===== config.mk =====
export PLATFORM = sky130hd
export DESIGN_NAME = led_pwm_fader_flat
export DESIGN_NICKNAME = d
export VERILOG_FILES = /design/src/rtl/led_pwm_fader_if.sv /design/src/rtl/led_pwm_fader.sv /design/src/flat_wrapper.sv
export SDC_FILE = /design/constraint.sdc
export NUM_CORES = 1
export LEC_CHECK = 0
export CAP_MARGIN = 30
export CORE_MARGIN = 10
export CORE_UTILIZATION = 25
export DETAILED_ROUTE_END_ITERATION = 10
export GPL_ROUTABILITY_DRIVEN = 0
export PLACE_DENSITY_LB_ADDON = 0.25
export SKIP_CTS_REPAIR_TIMING = 1
export SLEW_MARGIN = 15
export SYNTH_ARGS = -nofsm -noshare
export SYNTH_HDL_FRONTEND = slang
export SYNTH_SLANG_ARGS = --single-unit

===== constraint.sdc =====
create_clock -name clk -period 2.3 [get_ports clk]
set_input_delay 0.23 -clock clk [delete_from_list [all_inputs] [get_ports clk]]
set_output_delay 0.23 -clock clk [all_outputs]
set_load 0.01 [all_outputs]

===== src/rtl/led_pwm_fader_if.sv =====
// Fader control/status bundle: target level and enable in, PWM pin and ramp status out.
interface led_pwm_fader_if #(
   parameter int PWM_BITS = 8
);
   logic                led_in;
   logic                en;
   logic                led;
   logic [PWM_BITS-1:0] level;
   logic                busy;

   modport master (output led_in, en, input led, level, busy);
   modport slave  (input led_in, en, output led, level, busy);
endinterface


===== src/rtl/led_pwm_fader.sv =====
// Linear brightness ramp toward the blinker's led level, rendered as PWM.
// Define LED_PWM_FADER_GAMMA_EN for a quadratic duty curve (adds one cycle of PWM latency).
module led_pwm_fader #(
   parameter int CLK_FREQ_KHz = 50000,
   parameter int RAMP_MS      = 250,
   parameter int PWM_BITS     = 8
) (
   input  logic                 clk,
   input  logic                 rst,
   led_pwm_fader_if.slave       bus
);
   localparam int STEP_RAW    = (CLK_FREQ_KHz * RAMP_MS) / ((1 << PWM_BITS) - 1);
   localparam int STEP_CYCLES = (STEP_RAW < 1) ? 1 : STEP_RAW;
   localparam int CW          = (STEP_CYCLES > 1) ? $clog2(STEP_CYCLES) : 1;

   localparam logic [CW-1:0]       STEP_LAST = CW'(STEP_CYCLES - 1);
   localparam logic [PWM_BITS-1:0] MAX       = '1;
   localparam logic [PWM_BITS-1:0] PC_LAST   = PWM_BITS'((1 << PWM_BITS) - 2);
   localparam logic [PWM_BITS-1:0] ONE       = PWM_BITS'(1);

   typedef enum logic [1:0] {OFF, UP, ON, DOWN} state_t;

   state_t              state, state_nxt;
   logic [PWM_BITS-1:0] level, level_nxt;
   logic [CW-1:0]       cnt, cnt_nxt;
   logic [PWM_BITS-1:0] pc;
   logic [PWM_BITS-1:0] duty;
   logic                busy_q, led_q;
   logic                tick;

   assign tick = (cnt == STEP_LAST);

   // A reversal takes priority over a coincident tick, and any state change restarts the step count.
   always_comb begin
      state_nxt = state;
      level_nxt = level;
      cnt_nxt   = cnt;
      if (bus.en) begin
         unique case (state)
            OFF: begin
               cnt_nxt = '0;
               if (bus.led_in) state_nxt = UP;
            end
            UP: begin
               if (!bus.led_in) begin
                  state_nxt = DOWN;
               end else if (tick) begin
                  cnt_nxt = '0;
                  if (level >= PC_LAST) begin
                     level_nxt = MAX;
                     state_nxt = ON;
                  end else begin
                     level_nxt = level + ONE;
                  end
               end else begin
                  cnt_nxt = cnt + CW'(1);
               end
            end
            ON: begin
               cnt_nxt = '0;
               if (!bus.led_in) state_nxt = DOWN;
            end
            DOWN: begin
               if (bus.led_in) begin
                  state_nxt = UP;
               end else if (tick) begin
                  cnt_nxt = '0;
                  if (level <= ONE) begin
                     level_nxt = '0;
                     state_nxt = OFF;
                  end else begin
                     level_nxt = level - ONE;
                  end
               end else begin
                  cnt_nxt = cnt + CW'(1);
               end
            end
            default: state_nxt = OFF;
         endcase
         if (state_nxt != state) cnt_nxt = '0;
      end
   end

   always_ff @(posedge clk or negedge rst) begin
      if (!rst) begin
         state  <= OFF;
         level  <= '0;
         cnt    <= '0;
         busy_q <= 1'b0;
      end else begin
         state  <= state_nxt;
         level  <= level_nxt;
         cnt    <= cnt_nxt;
         busy_q <= (state_nxt == UP) || (state_nxt == DOWN);
      end
   end

`ifdef LED_PWM_FADER_GAMMA_EN
   logic [2*PWM_BITS-1:0] lvl_w, sq;
   logic [PWM_BITS-1:0]   duty_q;

   // level*(level+1) >> N keeps both endpoints exact: MAX*(MAX+1) = MAX << N.
   assign lvl_w = {{PWM_BITS{1'b0}}, level};
   assign sq    = lvl_w * (lvl_w + (2*PWM_BITS)'(1));

   always_ff @(posedge clk or negedge rst) begin
      if (!rst) duty_q <= '0;
      else      duty_q <= sq[2*PWM_BITS-1:PWM_BITS];
   end
   assign duty = duty_q;
`else
   assign duty = level;
`endif

   // Period of MAX cycles so duty=MAX is a solid 1 and duty=0 a solid 0.
   always_ff @(posedge clk or negedge rst) begin
      if (!rst) begin
         pc    <= '0;
         led_q <= 1'b0;
      end else begin
         if (!bus.en)           pc <= '0;
         else if (pc == PC_LAST) pc <= '0;
         else                   pc <= pc + ONE;
         led_q <= bus.en & (pc < duty);
      end
   end

   assign bus.led   = led_q;
   assign bus.level = level;
   assign bus.busy  = busy_q;
endmodule

===== src/flat_wrapper.sv =====
// flat-port wrapper written by rule: the top's interface ports become plain ports
module led_pwm_fader_flat 
#(
   parameter int CLK_FREQ_KHz = 50000,
   parameter int RAMP_MS      = 250,
   parameter int PWM_BITS     = 8
)
  (clk, rst, bus_led_in, bus_en, bus_led, bus_level, bus_busy);
  led_pwm_fader_if #(.PWM_BITS(PWM_BITS)) bus_i ();
  input  logic clk;
  input  logic rst;
  input wire logic [$bits(bus_i.led_in)-1:0] bus_led_in;
  input wire logic [$bits(bus_i.en)-1:0] bus_en;
  output wire logic [$bits(bus_i.led)-1:0] bus_led;
  output wire logic [$bits(bus_i.level)-1:0] bus_level;
  output wire logic [$bits(bus_i.busy)-1:0] bus_busy;
  assign bus_i.led_in = bus_led_in;
  assign bus_i.en = bus_en;
  assign bus_led = bus_i.led;
  assign bus_level = bus_i.level;
  assign bus_busy = bus_i.busy;
  led_pwm_fader #(.CLK_FREQ_KHz(CLK_FREQ_KHz), .RAMP_MS(RAMP_MS), .PWM_BITS(PWM_BITS)) u_core (.clk(clk), .rst(rst), .bus(bus_i));
endmodule

Word level (Yosys, flattened, before mapping). Cells that the tools add are included.

Bits in registers: 36. Input port bits: 4. Output and inout port bits: 10. Word-level logic and storage cells: 59.

Add/sub/neg operators: 4. Order comparisons: 3. Eq/ne operators: 14. Mux-type cells: 25. Bitwise operators: 1. Reduce and logical (&&, ||, !) cells: 6.

Operators with widths (count): 16-bit 2-to-1 mux (4); 8-bit 2-to-1 mux (8); 16-bit case mux with 3 select lines (1); 2-bit 2-to-1 mux (10); 16-bit by 1-bit adder with 16-bit output, second input constant (1); 8-bit by 1-bit adder with 8-bit output, second input constant (2); 16-bit equality test, second input constant (1); 8-bit case mux with 2 select lines (1); 8-bit equality test, second input constant (1); 8-bit greater-or-equal comparator, second input constant (1); 8-bit by 1-bit less-or-equal comparator with 1-bit output, second input constant (1); 8-bit < comparator (1); 2-bit case mux with 4 select lines (1); 8-bit by 1-bit subtractor with 8-bit output, second input constant (1); 2-bit equality test, second input constant (3); 3-bit by 2-bit != test with 1-bit output, second input constant (2); 6-bit AND reduction (1); 2-bit by 1-bit equality test with 1-bit output, second input constant (2); 2-bit by 1-bit != test with 1-bit output, second input constant (2); 2-bit != test, second input constant (2); 3-bit AND reduction (1); 2-bit logical NOT (1); 2-bit != test (1); 2-bit nonzero test (1); other kinds (3) (3).

Depth between registers and ports, before layout. Gate-level depths: netlist of run 1.

Depth after elaboration: 9. Depth in mapped cells: 9.

Least setup slack after synthesis of run 1. OpenSTA, ideal clock, no wires.

Kind: register to register. Start: reg u_core.level[1] (netlist: u_core.bus.level[1]). End: reg (tool-made name). Setup time: 150 ps. Arrival: 1721 ps. Required time: 2150 ps. Path slack: 429 ps. Stages on the path, launching flop included: 8. Buffers on the path: 0. Period minus slack after synthesis: 1871 ps. Path through: dfrtp_1 inv_1 ha_1 o21bai_1 nor4b_2 nand2_1 o22ai_1 a41oi_1.

RTL lines: start, declared (line led_pwm_fader.sv:24) `logic [PWM_BITS-1:0] level, level_nxt;`; start signal, assigned (line led_pwm_fader.sv:92) `level <= level_nxt;`.

Worst setup path in the final report of run 1.
Start: reg u_core.cnt[0]. End: reg u_core.level[4] (netlist: u_core.bus.level[4]).

Word-level cells in the longest chain between the ends: 3. Elaborated cells between the ends (all ways): 4. Those cells by class: 3 x eq/ne; 1 x reduce/logical.

RTL lines: start, declared (line led_pwm_fader.sv:25) `logic [CW-1:0] cnt, cnt_nxt;`; start signal, assigned (line led_pwm_fader.sv:93) `cnt <= cnt_nxt;`; 16-bit equality test (*) (line led_pwm_fader.sv:31) `assign tick = (cnt == STEP_LAST);`; 2-bit by 1-bit != test with 1-bit output (no line); 6-bit AND reduction (no line) (*).

Mark *: on every way between the ends. The rest lies on a longest branch, timed or not. A chain may end at the register's enable or synchronous reset.

==> flow_metrics.py, run 1 <==
metrics = {
    "run_status": {
        "status": "completed",
    },
    "synth": {
        "post-synth-top-area-cell": "dfrtp_1",
        "ys_types": 48,
        "synth_nets": 277,
        "ys_seq_area_share_pct": 38.02,
        "synth_ff_type": "dfrtp_1",
        "yosysWarnings": 0,
        "synth-seq-cells": 35,
        "synthesis.instances": 258,
        "netlist_area_sq_um": 2303,
        "yosysTopAreaCellShare_pct": 38.02,
        "synth_edf_count": 0,
        "async_reset_ff_share_pct": 100.0,
        "avgSynthCellArea_sq_um": 8.928,
        "synthTopCellsByArea": "dfrtp_1, ha_1, nor2_1",
    },
    "critical_path": {
        "crit_start": "u_core.cnt[0]",
        "start_kind": "flop",
        "worst_r2r_endpoint": "u_core.bus.level[4]",
        "cp_common_cell": "o21ai_0",
        "crit_path_max_fanout": 12,
        "timing.rr.start": "u_core.cnt[0]",
        "crit_end": "u_core.bus.level[4]",
        "cp_data_arrival_time_ps": 2190,
        "cp-end-kind": "flop",
        "critPathBufInv": 1,
        "crit_required_ps": 2450,
        "crit_type": "flop to flop",
        "r2r_cells": 7,
        "path_cells": "inv_1 > ha_1 > nand4bb_1 > nor4_4 > nand2_1 > o21ai_0 > o21ai_0",
        "critical_path.max_stage_delay_ps": 430,
        "cp.depth": 7,
        "cpLargestDelayFamily": "simple AND/OR/NAND/NOR gates",
        "slowest_stage": "dfrtp_1",
        "r2r_setup_slack_ps": 260,
    },
    "finish": {
        "drive_above_1_share_pct": 10.07,
        "regArea_sq_um": 875.8,
        "n_fill_cell": 928,
        "diodes": 0,
        "layout_common_cells": "dfrtp_1, nor2_1, nand2_1",
        "syn2layout_area_growth_pct": 14.77,
        "final_common_cell": "dfrtp_1",
        "utilization_pct": 29.88,
        "multi_input_area_sq_um": 1308,
        "fin_nets": 296,
    },
    "pwr": {
        "total_power_mw": 1.372,
        "power_density_nw_per_um2": 518.8,
        "vdd_drop_max_mv": 0.1639,
        "p_leak_nw": 1.130,
    },
    "cts": {
        "cts_sinks": 35,
        "cts-buffers-inserted": 5,
        "clk_pin_slew_ps": 80,
        "htree_levels": 2,
        "cts_tree": "built",
        "clockRootBuffer": "clkbuf_8",
        "clock_path_buffers": 2,
        "insertion_delay_ps": 290,
    },
    "floorplan": {
        "io_pins": 14,
        "dieArea_sq_um": 13450,
        "std_cell_rows": 34,
        "fp.dieW_um": 116.0,
        "die_y_um": 116.0,
        "core-area_sq_um": 8848,
        "start_util_pct": 26.03,
    },
    "timing": {
        "relSlewSlack_pct": 46.10,
        "finalSetupViolCount": 0,
        "tightest_slew_ps": 808.5,
        "slew_viol_final": 0,
        "worst_slack_ps": 260.3,
        "tns_ps": 0,
        "hold_viol": 0,
        "fmaxAchievable_ghz": 0.4903,
        "fin_worst_skew_ps": 8.393,
        "period_needed_ps": 2040,
        "finalCritPeriodShare_pct": 88.68,
        "rsz0062_at_grt": "false",
    },
    "route": {
        "drc_errors": 0,
        "firstDrtPassIters": 4,
        "wl_per_cell_um": 14.39,
        "ant_nets": 0,
        "via_count": 1876,
        "wl_um": 5555,
        "drt_iter0_drc": 89,
        "drt-vias-per-instance": 4.860,
    },
    "grt": {
        "grt-ovfl-total": 0,
        "grt_pass1_vias": 1876,
        "grt_max_degree": 36,
        "antenna_found_initial": 0,
        "grt_usage_pct": 8.841,
        "grt_first_pass_wirelength_um": 9480,
    },
    "placed_design": {
        "hpwl_um": 4040,
        "io_buffers": 13,
        "dp_slack_ps": 270.8,
    },
    "run": {
        "cap_violations": 0,
    },
    "min_path": {
        "min-delay-path-class": "input pin to async pin",
    },
}
Yosys cell counts, types with 5 or more instances:
master / n
a21oi_1: 12
a31oi_1: 7
and3_1: 5
dfrtp_1: 35
ha_1: 15
inv_1: 13
nand2_1: 22
nand3_1: 10
nand4_1: 8
nor2_1: 29
nor3_1: 5
o21ai_0: 17
o31ai_1: 7
xnor2_1: 5
xor2_1: 12
layer usage:
layer | vias to the layer above | track usage, % | wire [um]
met2 | 39 | 12.97 | 2482
met4 | 0 | 3.586 | 95
met3 | 10 | 2.636 | 298
li1 | 962 | - | -
met5 | - | 0 | 0
met1 | 865 | 11.84 | 2678
flip-flops by register name, summed over array words and instances, names as in the netlist, named ones only:
name	flops
u_core.bus.led	1
u_core.pc	8
u_core.bus.level	8
u_core.cnt	16
cell families after synthesis:
kind of cell	share of synthesized area (%)
xor+xnor	6.464
mux	1.412
buf+inv	5.214
fa+ha+maj	8.148
simple gates	22.76
compound gates	17.98
flops	38.02
report_power, final:
part           switching (mW)  total [mW]  internal [mW]
Combinational           0.132       0.221         0.0891
Sequential             0.0556       0.706          0.650
Clock                   0.237       0.445          0.207
Total                   0.425        1.37          0.947
metrics by stage:
stage / hold WS [ps] / std cells / cell area, sq um
after detailed placement: 377.7 / 378 / 2560
final: 20.11 / 386 / 2644
after global routing: 91.97 / 386 / 2644
after floorplan: -65.59 / 258 / 2303
after CTS: 55.17 / 386 / 2644
after global placement: 373.5 / 378 / 2560
worst min-delay path by stage:
stage,end,cells past startpoint
6_report,u_core.cnt[3],1
3_3_place_gp,u_core.cnt[9],1
5_1_grt,u_core.cnt[8],1
2_1_floorplan,async pin,0
4_1_cts,u_core.cnt[3],1
3_5_place_dp,u_core.cnt[3],1
layout make-up:
cell class,instances,share of cell area (%)
flip-flops and latches,35,33.13
repair buffers,22,7.288
clock inverters,3,0.5679
well taps,108,5.111
multi-input cells,200,49.46
clock buffers,5,2.603
inverters,13,1.846
No activity file was read; power rests on OpenSTA's default activity.
==> run 2, diff against run 1 <==
--- a/config.mk
+++ b/config.mk
@@ -12,7 +12,7 @@
 export GPL_ROUTABILITY_DRIVEN = 0
 export PLACE_DENSITY_LB_ADDON = 0.25
 export SKIP_CTS_REPAIR_TIMING = 1
-export SLEW_MARGIN = 15
+export SLEW_MARGIN = 5
 export SYNTH_ARGS = -nofsm -noshare
 export SYNTH_HDL_FRONTEND = slang
 export SYNTH_SLANG_ARGS = --single-unit
==> results of run 2 <==
Final layout, timing and power as in run 1 (identical DEF).
==> run 3, diff against run 2 <==
--- a/config.mk
+++ b/config.mk
@@ -5,7 +5,10 @@
 export SDC_FILE = /design/constraint.sdc
 export NUM_CORES = 1
 export LEC_CHECK = 0
+export ABC_AREA = 1
 export CAP_MARGIN = 30
+export CELL_PAD_IN_SITES_DETAIL_PLACEMENT = 1
+export CELL_PAD_IN_SITES_GLOBAL_PLACEMENT = 2
 export CORE_MARGIN = 10
 export CORE_UTILIZATION = 25
 export DETAILED_ROUTE_END_ITERATION = 10
==> run 3 against run 2 <==
Effect of this change:
- first-iteration DRC count rose by 39%
- cell area up 25%
- worst hold slack gained 290 ps
- area after synthesis rose by 23%
- critical path depth grew 6
- clock skew decreased by 0.71 ps
- register-to-register slack improved by 30 ps
- clock power rose by 82%
- clock-buffer cell count is the same
- critical path type unchanged
- critical endpoint is now u_core.cnt[9]
- largest cell class unchanged
==> flow_metrics.py, run 3 <==
metrics = {
    "cts": {
        "clock_path_buffers": 2,
        "clk_pin_slew_ps": 70,
        "cts-buffers-inserted": 5,
        "cts_tree": "built",
        "cts_sinks": 35,
        "insertion_delay_ps": 290,
        "htree_levels": 2,
        "clockRootBuffer": "clkbuf_16",
    },
    "critical_path": {
        "crit_path_max_fanout": 16,
        "crit_required_ps": 2520,
        "critical_path.max_stage_delay_ps": 450,
        "crit_start": "u_core.bus.level[0]",
        "cp_common_cell": "nand2_1",
        "start_kind": "flop",
        "timing.rr.start": "u_core.bus.level[0]",
        "cp-end-kind": "flop",
        "slowest_stage": "dfrtp_1",
        "path_cells": "inv_1 > ha_1 > inv_1 > nand2_1 > nand2_1 > nor2_2 > nand3_1 > nand2_1 > nand2_1 > nand2_1 > inv_2 > nand4_1 > nand2_1",
        "cp_data_arrival_time_ps": 2230,
        "crit_type": "flop to flop",
    },
    "timing": {
        "tns_ps": 0,
        "period_needed_ps": 2011,
        "tightest_slew_ps": 768.3,
        "fmaxAchievable_ghz": 0.4973,
        "slew_viol_final": 0,
        "worst_slack_ps": 289.0,
        "relSlewSlack_pct": 48.73,
        "fin_hold_ws_ps": 307.8,
        "rsz0062_at_grt": "false",
        "fin_worst_skew_ps": 7.679,
        "finalCritPeriodShare_pct": 87.44,
        "hold_viol": 0,
        "finalSetupViolCount": 0,
    },
    "synth": {
        "ys_types": 35,
        "synth_ff_type": "dfrtp_1",
        "async_reset_ff_share_pct": 100.0,
        "ys_seq_area_share_pct": 30.85,
        "synthTopCellsByArea": "dfrtp_1, nand2_1, nor2_1",
        "avgSynthCellArea_sq_um": 6.891,
        "yosysTopAreaCellShare_pct": 30.85,
        "synth_top_family_by_area": "simple AND/OR/NAND/NOR gates",
        "synth_xor_area_share_pct": 4.011,
        "netlist_area_sq_um": 2839,
        "synthAdderAreaFrac_pct": 6.611,
        "post-synth-top-area-cell": "dfrtp_1",
        "synth-seq-cells": 35,
        "yosys-top-cells-count": "nand2_1, nor2_1, inv_1, nand3_1, dfrtp_1",
        "synth_mux_area_share_pct": 0,
        "synthesis.instances": 412,
        "yosysMostFrequentCell": "nand2_1",
        "synth_compound_area_share_pct": 7.625,
        "synth_nets": 431,
        "synthSimpleGateAreaFrac_pct": 41.38,
        "yosysWarnings": 0,
        "synth_edf_count": 0,
    },
    "floorplan": {
        "io_pins": 14,
        "core-area_sq_um": 10980,
        "die_y_um": 126.6,
        "std_cell_rows": 38,
        "dieArea_sq_um": 16020,
        "start_util_pct": 25.85,
        "fp.dieW_um": 126.6,
    },
    "placed_design": {
        "io_buffers": 13,
        "dpl.cell_count": 561,
        "dp_slack_ps": 292.7,
        "placed_area_sq_um": 3107,
        "hpwl_um": 6452,
    },
    "route": {
        "wl_per_cell_um": 15.35,
        "drt-vias-per-instance": 4.702,
        "via_count": 2685,
        "drc_errors": 0,
        "firstDrtPassIters": 4,
        "ant_nets": 0,
        "wl_um": 8765,
        "drt_iter0_drc": 124,
    },
    "grt": {
        "grt_first_pass_wirelength_um": 14540,
        "grt-ovfl-total": 0,
        "antenna_found_initial": 0,
        "grt_max_degree": 36,
        "grt_pass1_vias": 2745,
        "grt_usage_pct": 11.09,
    },
    "finish": {
        "drive_above_1_share_pct": 11.83,
        "top_regs": "u_core.cnt (16), u_core.bus.level (8), u_core.pc (8)",
        "layout_common_cells": "nand2_1, nor2_1, inv_1",
        "syn2layout_area_growth_pct": 16.44,
        "final_cell_area_sq_um": 3306,
        "largest_reg_flops": 16,
        "diodes": 0,
        "final_common_cell": "nand2_1",
        "fin_nets": 449,
        "top_register": "u_core.cnt",
        "utilization_pct": 30.10,
        "layout.cells.non_filler": 571,
    },
    "pwr": {
        "p_switching_uw": 784.9,
        "power_density_nw_per_um2": 636.1,
        "p_sw_share_pct": 37.32,
        "p_int_mw": 1.318,
        "vdd_drop_max_mv": 0.3433,
        "pwr-share-seq_pct": 34.7,
        "comb_power_share_pct": 26.7,
        "total_power_mw": 2.103,
        "p_leak_nw": 1.587,
        "clkPwrFrac_pct": 38.5,
    },
    "run_status": {
        "status": "completed",
    },
    "min_path": {
        "min-delay-path-class": "input pin to async pin",
    },
    "run": {
        "cap_violations": 0,
    },
}
run 3: cells by family after synthesis:
family                     count (synthesis)
xor gates and xnor gates                  13
buffers and inverters                     60
AOI/OAI and AO/OA                         38
adders and majority gates                 15
and+or+nand+nor                          251
DFF                                       35
run 3: power groups by stage:
| stage | logic (mW) | registers, mW | clock network, mW |
|---|---|---|---|
| 6_report | 0.562 | 0.731 | 0.810 |
| 5_1_grt | 0.633 | 0.738 | 0.856 |
| 3_3_place_gp | 0.559 | 0.738 | 0 |
| 4_1_cts | 0.569 | 0.731 | 0.832 |
| 3_5_place_dp | 0.568 | 0.742 | 0 |
| 2_1_floorplan | 0.413 | 0.720 | 0 |
run 3: worst paths after layout:
check	slack, ps	to	cells past startpoint
max in group asynchronous	1550	u_core.cnt[9]	3
worst min-delay path	310	u_core.bus.level[6]	2
worst max-delay path	290	u_core.cnt[9]	13
min in group clk	540	u_core.pc[0]	1
worst min register to register	540	u_core.pc[0]	1
worst max register to register	290	u_core.cnt[9]	13
run 3: metal layers:
metal | GRT usage [%] | routed length (um) | vias to the layer above | part of all wire, %
met1 | 15.06 | 4529 | 1274 | 52
li1 | - | - | 1376 | -
met4 | 3.215 | 119 | 0 | 1.4
met5 | 0 | 0 | - | 0
met3 | 2.249 | 262 | 9 | 3.0
met2 | 17.28 | 3854 | 26 | 44
run 3: area by class of cell:
class                           instances  area, sq um
Fill cell                            1374         7677
Multi-Input combinational cell        317         1693
Sequential cell                        35        875.8
Timing Repair Buffer                   21        200.2
Inverter                               50        192.7
Tap cell                              140        175.2
Clock buffer                            5        125.1
Clock inverter                          3        43.79
run 3: critical path, delay by kind of cell (launching register included):
kind / cells / cell delay [ps]
DFF: 1 / 450
and+or+nand+nor: 9 / 690
adders and majority gates: 1 / 280
buffers and inverters: 3 / 500
